===== src/rtl/branch_checkpoint_ctrl.sv =====
// Branch checkpoint slot sequencer: in-order allocate/retire of snapshot slots, one-cycle restore on mispredict.
// Grant is combinational; restore_valid is asserted the cycle after a mispredict and recovery stalls decode for two cycles.
module branch_checkpoint_ctrl #(
  parameter int NUM_CKPT = 4,
  parameter int TAG_W    = 2
) (
  input  logic             clk,
  input  logic             rst_n,
  input  logic             alloc_req,
  output logic             alloc_grant,
  output logic [TAG_W-1:0] alloc_tag,
  input  logic             resolve_valid,
  output logic             resolve_ready,
  input  logic [TAG_W-1:0] resolve_tag,
  input  logic             resolve_mispredict,
  output logic             restore_valid,
  output logic [TAG_W-1:0] restore_tag,
  output logic             stall,
  output logic [TAG_W:0]   count,
  output logic             full,
  output logic             empty,
  output logic             err
);

  localparam logic [1:0] S_IDLE    = 2'd0;
  localparam logic [1:0] S_RESTORE = 2'd1;
  localparam logic [1:0] S_RECOVER = 2'd2;
  localparam logic [TAG_W:0] FULL_CNT = NUM_CKPT[TAG_W:0];

  logic [1:0]          state;
  logic [TAG_W-1:0]    head, tail, mp_tag;
  logic [TAG_W:0]      cnt;
  logic [NUM_CKPT-1:0] valid, resolved, squash;
  logic                err_q;

  logic idle, tag_live, take_resolve, mp_accept, ok_accept, retire;

  assign idle         = (state == S_IDLE);
  assign tag_live     = valid[resolve_tag];
  assign take_resolve = idle && resolve_valid;
  assign mp_accept    = take_resolve && resolve_mispredict && tag_live;
  assign ok_accept    = take_resolve && !resolve_mispredict && tag_live;
  // Retire looks at registered resolved bits, so a resolve never retires in its own cycle.
  assign retire       = idle && valid[head] && resolved[head];

  assign full          = (cnt == FULL_CNT);
  assign empty         = (cnt == '0);
  assign count         = cnt;
  assign err           = err_q;
  assign alloc_tag     = tail;
  assign resolve_ready = idle;
  assign restore_valid = (state == S_RESTORE);
  assign restore_tag   = restore_valid ? mp_tag : '0;
  assign alloc_grant   = alloc_req && !full && idle && !(resolve_valid && resolve_mispredict);
  assign stall         = !idle || (alloc_req && !alloc_grant);

  // A slot is squashed when its age (distance from head) is at least that of the mispredicted slot.
  always_comb begin
    squash = '0;
    for (int i = 0; i < NUM_CKPT; i++) begin
      squash[i] = ((TAG_W'(i) - head) >= (mp_tag - head));
    end
  end

  always_ff @(posedge clk or negedge rst_n) begin
    if (!rst_n) begin
      state    <= S_IDLE;
      head     <= '0;
      tail     <= '0;
      mp_tag   <= '0;
      cnt      <= '0;
      valid    <= '0;
      resolved <= '0;
      err_q    <= 1'b0;
    end else begin
      case (state)
        S_IDLE: begin
          if (alloc_grant) begin
            valid[tail]    <= 1'b1;
            resolved[tail] <= 1'b0;
            tail           <= tail + 1'b1;
          end
          if (ok_accept) resolved[resolve_tag] <= 1'b1;
          if (retire) begin
            valid[head] <= 1'b0;
            head        <= head + 1'b1;
          end
          if (alloc_grant && !retire)      cnt <= cnt + 1'b1;
          else if (!alloc_grant && retire) cnt <= cnt - 1'b1;
          if (take_resolve && !tag_live) err_q <= 1'b1;
          if (mp_accept) begin
            mp_tag <= resolve_tag;
            state  <= S_RESTORE;
          end
        end
        S_RESTORE: begin
          valid    <= valid & ~squash;
          resolved <= resolved & ~squash;
          tail     <= mp_tag;
          cnt      <= {1'b0, mp_tag - head};
          state    <= S_RECOVER;
        end
        S_RECOVER: state <= S_IDLE;
        default:   state <= S_IDLE;
      endcase
    end
  end

endmodule


===== config.mk =====
export PLATFORM = sky130hd
export DESIGN_NAME = branch_checkpoint_ctrl
export DESIGN_NICKNAME = d
export VERILOG_FILES = /design/src/rtl/branch_checkpoint_ctrl.sv
export SDC_FILE = /design/constraint.sdc
export NUM_CORES = 1
export LEC_CHECK = 0
export CAP_MARGIN = 20
export CELL_PAD_IN_SITES_DETAIL_PLACEMENT = 0
export CELL_PAD_IN_SITES_GLOBAL_PLACEMENT = 1
export CORE_MARGIN = 5
export CORE_UTILIZATION = 44
export CTS_CLUSTER_DIAMETER = 30
export CTS_CLUSTER_SIZE = 8
export DETAILED_ROUTE_END_ITERATION = 16
export GPL_ROUTABILITY_DRIVEN = 0
export GPL_TIMING_DRIVEN = 0
export PLACE_DENSITY_LB_ADDON = 0.1
export RECOVER_POWER = 50
export SLEW_MARGIN = 40
export SYNTH_ARGS = -nofsm -noshare
export SYNTH_HDL_FRONTEND = slang
export SYNTH_SLANG_ARGS = --single-unit

===== constraint.sdc =====
create_clock -name clk -period 6.25 [get_ports clk]
set_clock_uncertainty 0.2 [all_clocks]
set_input_delay 1.875 -clock clk [delete_from_list [all_inputs] [get_ports clk]]
set_output_delay 1.875 -clock clk [all_outputs]
set_load 0.05 [all_outputs]

==> results.sh <==
export IMPL_status="complete, no violations"
export IMPL_initial_core_util_pct=45.7
export IMPL_slew_headroom_pct=23.1
export IMPL_drt_iter0_markers=58
export IMPL_cts_buffers_inserted=3
export IMPL_total_power_uw=936
export IMPL_nets=196
export IMPL_wirelength_um=3190
export IMPL_power_density_nw_per_um2=555
export IMPL_synthToLayoutAreaGrowth_pct=21.9
export IMPL_yosysTopAreaCell="dfrtp_1"
export IMPL_yosys_top_cells_area="dfrtp_1 36%, ha_1 12%, nand2_1 5.7%, inv_1 5.2%, fa_1 4.3%"
export IMPL_place_inst=212
export IMPL_hold_viol_final=0
export IMPL_portBuffers=20
export IMPL_clock_sinks=20
export IMPL_rrSetupSlack_ps=3200
export IMPL_drc=0
export IMPL_die_x_um=66.1
export IMPL_antenna_found_initial=0
export IMPL_hold_depth=1
export IMPL_tightestPinTransition_ps=1150
export IMPL_syn_avg_cell_area_um2=9.34
export IMPL_drv_slew=0
export IMPL_reg2reg_depth=10
export IMPL_coreArea_um2=3030
export IMPL_p_leak_uw=0.000762
export IMPL_synth_top_cell_area_share_pct=36.2
export IMPL_clk_latency_ps=310
export IMPL_crit_type="in -> out"
export IMPL_globalRouteTotalUtil_pct=16.2
export IMPL_startpoint_type="primary input"
export IMPL_cts_resized=0
export IMPL_peakVddDrop_v=0.000257
export IMPL_grt_pass1_vias=1129
export IMPL_holdPathEnd="err"
export IMPL_worstHoldStart="err"
export IMPL_ys_warn_count=0
export IMPL_detail_route_wl_per_cell_um=14.8
export IMPL_syn_nets=171
export IMPL_grt_setup_unrepaired="no"
export IMPL_syn_inst=148
export IMPL_cts_setup_buffers=0
export IMPL_htreeDepth=1
export IMPL_synth_ff_type="dfrtp_1"
export IMPL_cts_hold_buf=0
export IMPL_worstHoldPathType="reg -> reg"
export IMPL_n_antenna_cell=0
export IMPL_clk_pin_slew_ps=120
export IMPL_syn_cell_area_um2=1380
export IMPL_hpwlAfterDp_um=2480
export IMPL_clock_fmax_ghz=0.163
export IMPL_r2r_start="state[0]"
export IMPL_finalNonFillerCells=216
export IMPL_num_rows=20
export IMPL_yosysUniqueCellTypes=39
export IMPL_nFillCells=294
export IMPL_cts_tree="built"
export IMPL_grt_first_pass_wirelength_um=5430
export IMPL_crit_required_ps=4180
export IMPL_maxCapViolCount=0
export IMPL_critPathArrivalTime_ps=4070
export IMPL_vias=1115
export IMPL_root_buffer="clkbuf_4"
export IMPL_synthArstFlopShare_pct=100
export IMPL_synth_edf_count=0
export IMPL_io_pins=21
export IMPL_clockBufferDepth=2
export IMPL_cp_max_fo=10
export IMPL_period_minus_slack_ps=6140
export IMPL_finalSetupTns_ps=0
export IMPL_dieArea_um2=4360
export IMPL_drive_gt1_share_pct=6.40
export IMPL_synth_seq_cells=20
export IMPL_setup_violations=0
export IMPL_r2r_end="count[1]"
export IMPL_yosysSeqAreaShare_pct=36.2
export IMPL_drt_pass1_iter_count=4
export IMPL_grt_start_max_net_pins=21
export IMPL_period_share_pct=98.3
export IMPL_worstSetupEndpointType="primary output"
export IMPL_grt_overflow_total=0
export IMPL_ant_nets=0
export IMPL_die_h_um=66.1
export IMPL_viasPerCell=5.16
## cells in the mapped netlist (3+ instances only)
| library cell | instances |
|---|---|
| fa_1 | 3 |
| dfrtp_1 | 20 |
| nand2_1 | 21 |
| xnor2_1 | 3 |
| ha_1 | 13 |
| o21ai_0 | 12 |
| inv_1 | 19 |
| nor2_1 | 8 |
| nor3_1 | 3 |
| a21oi_1 | 10 |
## where the power goes
| part | switching (µW) | total [µW] | internal, µW | leakage, µW |
|---|---|---|---|---|
| Combinational | 348 | 577 | 229 | 0.000486 |
| Sequential | 68.3 | 251 | 183 | 0.000248 |
| Clock | 42.8 | 108 | 64.8 | 0.0000279 |
## kinds of logic after synthesis
logic type | share of synthesized area [%]
AOI/OAI and AO/OA | 20.6
and+or+nand+nor | 12.6
buffers and inverters | 6.97
DFF | 36.2
adders and majority gates | 16.1
muxes | 5.61
xor gates and xnor gates | 1.90
## worst max-delay path: stages
cell	delay, ps
clkdlybuf4s50_1	490
a2111oi_4	580
buf_2	360
a21oi_1	60
clkdlybuf4s50_1	700
## worst max path at each step
stage,start,to,slack [ps],cells past startpoint
final,resolve_valid,stall,110,5
after global routing,alloc_req,stall,10,6
after CTS,resolve_valid,alloc_grant,30,4
after detailed placement,resolve_valid,alloc_grant,30,4
after global placement,resolve_valid,alloc_grant,60,4
after floorplan,count[2],stall,810,4
## metal layers
layer	up-vias	GRT usage (%)	part of all wire (%)
li1	559	-	-
met1	529	21.9	49
met2	23	26.9	47
met3	4	2.38	3.2
met4	0	4.57	0.91
met5	-	0	0
## through the flow
step	cell area (µm²)	setup slack [ps]	hold WS, ps	util, %
6_report	1690	109	284	55.7
5_1_grt	1690	12.9	321	55.7
4_1_cts	1690	29.2	294	55.7
3_5_place_dp	1630	29.9	261	53.9
3_3_place_gp	1640	57.3	260	54.1
2_1_floorplan	1380	809	271	-
## layout by cell type (no fill, tap or decap), types with 2 or more instances in the layout
| master | synthesis | layout |
|---|---|---|
| nor3_1 | 3 | 3 |
| nor3b_1 | 2 | 2 |
| xnor2_1 | 3 | 3 |
| ha_1 | 13 | 13 |
| o2bb2ai_1 | 2 | 2 |
| clkbuf_4 | 0 | 3 |
| a31oi_1 | 2 | 2 |
| clkbuf_1 | 0 | 2 |
| o21ai_0 | 12 | 12 |
| fa_1 | 3 | 3 |
| nand3_1 | 2 | 2 |
| inv_1 | 19 | 19 |
| clkdlybuf4s50_1 | 0 | 17 |
| dfrtp_1 | 20 | 20 |
| nor2_1 | 8 | 8 |
| mux4_2 | 2 | 2 |
| o21bai_1 | 2 | 2 |
| a21oi_1 | 10 | 10 |
| nand2_1 | 21 | 21 |
## sequential cells by signal, summed over array words and instances, names as in the netlist
signal,flops
mp_tag,2
state,2
err,1
head,2
valid,4
count,3
alloc_tag,2
resolved,4
## final cells by class
| type | count | area, µm² | share of cell area [%] |
|---|---|---|---|
| plain buffers | 3 | 20.0 | 1.19 |
| clock buffers | 3 | 22.5 | 1.34 |
| clock inverters | 1 | 30.0 | 1.78 |
| inverters | 20 | 75.1 | 4.45 |
| multi-input cells | 105 | 786 | 46.6 |
| flip-flops and latches | 20 | 500 | 29.7 |
| well taps | 44 | 55.1 | 3.27 |
| repair buffers | 20 | 196 | 11.7 |
Power figures use the tool's default switching activity.
